==> src/rtl/ifetch.sv <==
// Instruction fetch unit: one outstanding memory request, in-order instruction buffer, redirect handling.
// Define IFETCH_ALIGN_CHECK_EN to add the fetch_fault output for misaligned redirect targets.
module ifetch #(
  parameter logic [31:0] RESET_PC   = 32'h0000_0000,
  parameter int          FIFO_DEPTH = 2
) (
  input  logic        clk,
  input  logic        rst_n,
  output logic        imem_req,
  output logic [31:0] imem_addr,
  input  logic        imem_gnt,
  input  logic        imem_rvalid,
  input  logic [31:0] imem_rdata,
  input  logic        redirect_valid,
  input  logic [31:0] redirect_pc,
  output logic        out_valid,
  output logic [31:0] out_pc,
  output logic [31:0] out_instr,
  input  logic        out_ready
`ifdef IFETCH_ALIGN_CHECK_EN
  ,
  output logic        fetch_fault
`endif
);

  localparam int PW = $clog2(FIFO_DEPTH);
  localparam int CW = PW + 1;

  typedef enum logic [1:0] {IDLE, WAIT, DROP} state_e;

  state_e        state_q, state_d;
  logic [31:0]   pc_q, pc_d;
  logic [31:0]   req_pc_q, req_pc_d;
  logic [CW-1:0] count_q, count_d;
  logic [PW-1:0] rd_ptr_q, rd_ptr_d;
  logic [PW-1:0] wr_ptr_q, wr_ptr_d;
  logic          out_valid_q, out_valid_d;
  logic [31:0]   out_pc_q, out_pc_d;
  logic [31:0]   out_instr_q, out_instr_d;
  logic [31:0]   buf_pc_q    [FIFO_DEPTH];
  logic [31:0]   buf_instr_q [FIFO_DEPTH];

  logic          push, pop, halt;
  logic [CW-1:0] level, kept;
  logic [31:0]   target;

  assign target = redirect_pc & 32'hFFFF_FFFC;

`ifdef IFETCH_ALIGN_CHECK_EN
  logic fault_q, fault_d;

  always_comb begin
    fault_d = fault_q;
    if (redirect_valid) fault_d = (redirect_pc[1:0] != 2'b00);
  end

  always_ff @(posedge clk or negedge rst_n) begin
    if (!rst_n) fault_q <= 1'b0;
    else        fault_q <= fault_d;
  end

  assign halt        = fault_q;
  assign fetch_fault = fault_q;
`else
  assign halt = 1'b0;
`endif

  always_comb begin
    pop   = out_valid_q & out_ready;
    // Buffer slots committed after this cycle; a WAIT request counts whether or not its word arrives now.
    level = count_q - CW'(pop) + CW'(state_q == WAIT);
    imem_req  = rst_n & ~redirect_valid & ~halt & (level < CW'(FIFO_DEPTH)) &
                ((state_q == IDLE) | ((state_q == WAIT) & imem_rvalid));
    imem_addr = pc_q;
    push      = imem_rvalid & (state_q == WAIT) & ~redirect_valid;

    state_d  = state_q;
    pc_d     = pc_q;
    req_pc_d = req_pc_q;
    if (imem_req & imem_gnt) begin
      pc_d     = pc_q + 32'd4;
      req_pc_d = pc_q;
    end
    case (state_q)
      IDLE:    if (imem_req & imem_gnt) state_d = WAIT;
      WAIT:    if (imem_rvalid) state_d = (imem_req & imem_gnt) ? WAIT : IDLE;
      DROP:    if (imem_rvalid) state_d = IDLE;
      default: state_d = IDLE;
    endcase
    if (redirect_valid) begin
      pc_d    = target;
      state_d = (state_q != IDLE && !imem_rvalid) ? DROP : IDLE;
    end

    kept = count_q - CW'(pop);
    if (redirect_valid) begin
      count_d  = '0;
      rd_ptr_d = '0;
      wr_ptr_d = '0;
    end else begin
      count_d  = kept + CW'(push);
      rd_ptr_d = rd_ptr_q + PW'(pop);
      wr_ptr_d = wr_ptr_q + PW'(push);
    end

    // The output register mirrors the next head: an older buffered word, else the word arriving now.
    out_valid_d = (count_d != '0);
    out_pc_d    = out_pc_q;
    out_instr_d = out_instr_q;
    if (kept != '0) begin
      out_pc_d    = buf_pc_q[rd_ptr_d];
      out_instr_d = buf_instr_q[rd_ptr_d];
    end else if (push) begin
      out_pc_d    = req_pc_q;
      out_instr_d = imem_rdata;
    end
  end

  always_ff @(posedge clk) begin
    if (push) begin
      buf_pc_q[wr_ptr_q]    <= req_pc_q;
      buf_instr_q[wr_ptr_q] <= imem_rdata;
    end
  end

  always_ff @(posedge clk or negedge rst_n) begin
    if (!rst_n) begin
      state_q     <= IDLE;
      pc_q        <= RESET_PC;
      req_pc_q    <= '0;
      count_q     <= '0;
      rd_ptr_q    <= '0;
      wr_ptr_q    <= '0;
      out_valid_q <= 1'b0;
      out_pc_q    <= '0;
      out_instr_q <= '0;
    end else begin
      state_q     <= state_d;
      pc_q        <= pc_d;
      req_pc_q    <= req_pc_d;
      count_q     <= count_d;
      rd_ptr_q    <= rd_ptr_d;
      wr_ptr_q    <= wr_ptr_d;
      out_valid_q <= out_valid_d;
      out_pc_q    <= out_pc_d;
      out_instr_q <= out_instr_d;
    end
  end

  assign out_valid = out_valid_q;
  assign out_pc    = out_pc_q;
  assign out_instr = out_instr_q;

endmodule

==> config.mk <==
export PLATFORM = sky130hd
export DESIGN_NAME = ifetch
export DESIGN_NICKNAME = d
export VERILOG_FILES = /design/src/rtl/ifetch.sv
export SDC_FILE = /design/constraint.sdc
export NUM_CORES = 1
export LEC_CHECK = 0
export ABC_AREA = 1
export BUFFER_PORTS_ARGS = -buffer_cell sky130_fd_sc_hd__buf_4
export CORE_ASPECT_RATIO = 1.2
export CORE_MARGIN = 8
export CORE_UTILIZATION = 57
export DETAILED_ROUTE_END_ITERATION = 10
export PLACE_DENSITY_LB_ADDON = 0.3
export SKIP_CTS_REPAIR_TIMING = 1
export SLEW_MARGIN = 20
export SYNTH_ARGS = -nofsm -noshare
export SYNTH_HDL_FRONTEND = slang
export SYNTH_SLANG_ARGS = --single-unit
==> constraint.sdc <==
create_clock -name clk -period 3.9 [get_ports clk]
set_clock_uncertainty 0.1 [all_clocks]
set_input_delay 0.39 -clock clk [delete_from_list [all_inputs] [get_ports clk]]
set_output_delay 0.39 -clock clk [all_outputs]
set_load 0.05 [all_outputs]
After elaboration in Yosys (flattened, before gate mapping). Memories as Yosys holds them, arrays and structs flattened. Cells that the tools add are included.

Register bits after elaboration: 135. Bits in writable memories: 128. Logic and storage cells: 59. Memories: 2.

Add/subtract/negate cells: 6. $lt $le $gt $ge: 1. Equality and inequality tests: 5. Muxes and demuxes: 18. Bitwise gates (word level): 9. Reductions and logical operators: 9.

Memory list: buf_instr_q (depth 2, bits a word 32, read ports 1, clocked after Yosys merged registers in 0, write ports 1, RTL line 41) `logic [31:0] buf_instr_q [FIFO_DEPTH];`; buf_pc_q (depth 2, bits a word 32, read ports 1, clocked after Yosys merged registers in 0, write ports 1, RTL line 40) `logic [31:0] buf_pc_q [FIFO_DEPTH];`.

Operators with widths (count): $mux 32 (6); $add 32x3->32 const B (1); $mux 2 (6); $reduce_bool 2->1 (5); $and 1x1->1 (7); $ne 3x3->1 const B (2); $pmux 2 s3 (1); $mux 1 (5); $add 2x1->2 (2); $ne 3x2->1 const B (1); $reduce_and 3->1 (1); $add 1x1->1 (2); $eq 2x1->1 const B (1); $eq 2x2->1 const B (1); $logic_not 2->1 (1); $lt 2x2->1 const B (1); $sub 2x1->2 (1); $logic_and 1x1->1 (1); $logic_not 1->1 (1); $not 1->1 (1); $or 1x1->1 (1).

Longest topological paths before layout.
Depth after elaboration: 11. Depth in mapped cells: 15. Mapped depth without buffers: 13.

Worst setup path after synthesis. No wires, ideal clock.

Path kind: input to register. Start: input redirect_valid. End: memory buf_instr_q[1][0] (enable). Library setup time: 0.427 ns. Arrival: 2.551 ns. Path slack: 0.822 ns. Cell stages on the path: 6. Path through: buf_6 > inv_4 > nand4_2 > clkbuf_1 > inv_1 > ha_1.

Cells in the longest elaborated chain, start to end: 4.

Ends and longest elaborated chain: start: declaration (RTL line 14) `input logic redirect_valid,`; $not 1->1 (RTL line 75) `push = imem_rvalid & (state_q == WAIT) & ~redirect_valid;`; $and 1x1->1 (RTL line 75); $mux 1 (RTL line 120) `if (push) begin`; $mux 1 (implied by the code) (RTL line 122) `buf_instr_q[wr_ptr_q] <= imem_rdata;`; end: declaration (RTL line 41).

Every way passes these cells.

Worst setup path in the final report.
Start: input imem_rvalid. End: register out_instr_q[24] (netlist: out_instr[24]).

Cells in the longest elaborated chain, start to end: 3.

Ends and longest elaborated chain: start: declaration (RTL line 12) `input logic imem_rvalid,`; $and 1x1->1 (2 in a row) (RTL line 75); $reduce_bool 2->1 (no source line); end signal: assignment (RTL line 146) `out_instr_q <= out_instr_d;`; end: declaration (RTL line 39) `logic [31:0] out_instr_q, out_instr_d;`.

Every way passes these cells. A chain may end at the register's enable or synchronous reset.

==> results.yml <==
detailed_routing:
  highest_layer: "met4"
  vias: 8921
  drt_iter0_drc: 656
  wl_met2_um: 13700
  totalWireLength_um: 28000
  wl_met3_um: 2110
  vias_per_cell: 5.35
  firstDrtPassIters: 5
  remaining_drc_errors: 0
  ant_nets: 0
  wl_per_cell_um: 16.8
  wl_met1_um: 11400
power:
  p_leak_nw: 6.05
  pwr-share-seq_pct: 36.7
  power_w: 0.0109
  power.clock.fraction_pct: 21.9
  p_switching_w: 0.00467
  sw_frac_of_total_pct: 42.7
  combPwrFrac_pct: 41.4
  irDropWorstVdd_mv: 0.746
  p_int_w: 0.00627
  power.density_nw_per_um2: 803
layout:
  fillers: 1486
  drive_above_1_share_pct: 16.1
  antenna_cells: 0
  syn2layout_area_growth_pct: 22.5
  final_util_pct: 70.4
  fin_nets: 1466
floorplan:
  ioPinCount: 168
  coreArea_um2: 19300
  start_util_pct: 57.5
  die_h_um: 169
  rows: 56
  die_width_um: 143
  die_area_um2: 24200
yosys:
  avgSynthCellArea_um2: 9.20
  synth_area_um2: 11100
  synth_edf_count: 124
  synthTopCellsByArea: "edfxtp_1, dfrtp_1, nand2_1"
  synth_top_area_share_pct: 33.5
  ys_warn_count: 0
  synth_flop_cell: "dfrtp_1"
  seq_area_frac_synth_pct: 62.5
  synth_area_leader_cell: "edfxtp_1"
  async_flop_share_pct: 51.0
  ys_types: 31
  synth_seq_cells: 253
  synth_cells: 1209
outcome:
  status: "finished, violations left"
  violations: "hold timing"
clock_tree:
  cts_sinks: 253
  cts_buffer_depth: 3
  clk_latency_ps: 510
  htreeDepth: 1
  cts_made_buffers: 25
  cts_root_buf: "clkbuf_16"
  clk_pin_slew_ps: 60
  cts_tree: "yes"
worst_setup_path:
  cp_max_fo: 63
  path_class: "input port to register"
  start_kind: "input port"
  end_kind: "register"
  critical_path_required_ps: 4180
  cp.arrival_ps: 2710
timing:
  worst_pin_slew_ps: 799
  fmax_mhz: 412
  finalSetupViolCount: 0
  layout_min_cycle_time_ps: 2430
  rsz0062_at_grt: "false"
  period_share_pct: 62.3
  tns_ps: 0
  hold_ws_ps: -4.29
  hold_viol_final: 4
  timing.slew.headroom_pct: 46.7
  slew_viol_final: 0
grt:
  grt_max_degree: 64
  antenna_found_initial: 0
  grt-ovfl-total: 0
  grt_pass1_wl_um: 43900
  grt_use_total_pct: 22.7
  grt_pass1_vias: 8730
job:
  drv_cap: 0
placed_design:
  globalplace.congestion: 0.925
  dpl.hpwl_um: 17600
  io_buffers: 161
min_path:
  min_path_type: "input port to register"
## cell usage after synthesis (13+ instances only)
master    count
dfrtp_1     129
edfxtp_1    124
clkbuf_1     21
buf_6        13
o21ai_1      26
nand2_1     470
a21oi_1      62
nand3_1      63
nor2_1      118
inv_1        51
buf_2        18
o21ai_0      74
## worst max-delay path: stages
cell,delay (ps)
dlygate4sd3_1,530
buf_4,150
nand4_2,100
buf_4,550
nand2_2,300
buf_4,390
nor2_1,200
a21oi_1,60
## path summary, 6_finish.rpt
check	startpoint	endpoint	cells after the start	slack (ps)
worst min register to register	req_pc_q[4]	buf_pc_q[0][4]	0	390
min in group asynchronous	rst_n	out_pc[21]	2	250
worst max-delay path	imem_rvalid	out_instr[24]	8	1470
worst max register to register	out_valid	imem_addr[7]	11	1520
worst min-delay path	redirect_pc[15]	imem_addr[15]	3	-4
max in group asynchronous	rst_n	req_pc_q[30]	3	2320
## layout by cell type (no fill, tap or decap), types with 3 or more instances in the layout
cell / n
clkbuf_1: 5
clkbuf_16: 25
nand4_1: 4
edfxtp_1: 124
o21ai_0: 74
inv_1: 51
nand3_1: 63
o21ai_1: 26
ha_1: 3
buf_4: 171
conb_1: 4
a21oi_1: 62
dfrtp_1: 129
nor2_1: 118
inv_4: 3
xor2_1: 5
clkbuf_8: 7
nand2_1: 470
dlygate4sd3_1: 38
## stage by stage
step	setup WS, ps	area (µm²)	std cells
CTS	1490	13200	1631
global route	1300	13600	1669
finish	1470	13600	1669
detailed placement	1030	12400	1587
floorplan	822	11100	1212
global placement	1130	12400	1587
## area by class of cell
cell class	count	area, µm²	share of cell area (%)
clock buffers	37	741	5.44
well taps	261	327	2.40
multi-input cells	844	3600	26.4
flip-flops and latches	253	6950	51.0
clock inverters	7	88.8	0.652
inverters	56	218	1.60
repair buffers	211	1700	12.4
## power by group through the flow
stage | sequential, W | combinational [W] | clock (W)
floorplan | 0.00526 | 0.00187 | 0
global placement | 0.00401 | 0.00436 | 0
CTS | 0.00400 | 0.00452 | 0.00244
finish | 0.00401 | 0.00453 | 0.00240
global route | 0.00409 | 0.00493 | 0.00253
detailed placement | 0.00405 | 0.00448 | 0
## sequential cells by signal, summed over array words and instances (netlist names)
register and flops:
buf_instr_q 64, buf_pc_q 60, out_instr 32, imem_addr 30, out_pc 30, req_pc_q 30
count_q 2, state_q 2, out_valid 1, rd_ptr_q 1, wr_ptr_q 1
## per-layer routing
layer	up-vias	global-route usage, %
met5	-	0
met4	0	8.20
met3	58	3.72
met2	350	38.6
met1	4213	28.7
li1	4300	-
## cell families (layout without fill, tap and decap cells)
| logic type | count (synthesis) | after routing | share of synthesized area (%) |
|---|---|---|---|
| compound gates | 165 | 165 | 7.48 |
| xor+xnor | 6 | 6 | 0.473 |
| fa+ha+maj | 5 | 5 | 0.563 |
| buf+inv | 115 | 311 | 5.22 |
| flops | 253 | 253 | 62.5 |
| other cells | 1 | 4 | 0.0337 |
| simple gates | 664 | 664 | 23.7 |
Power figures use the tool's default switching activity.
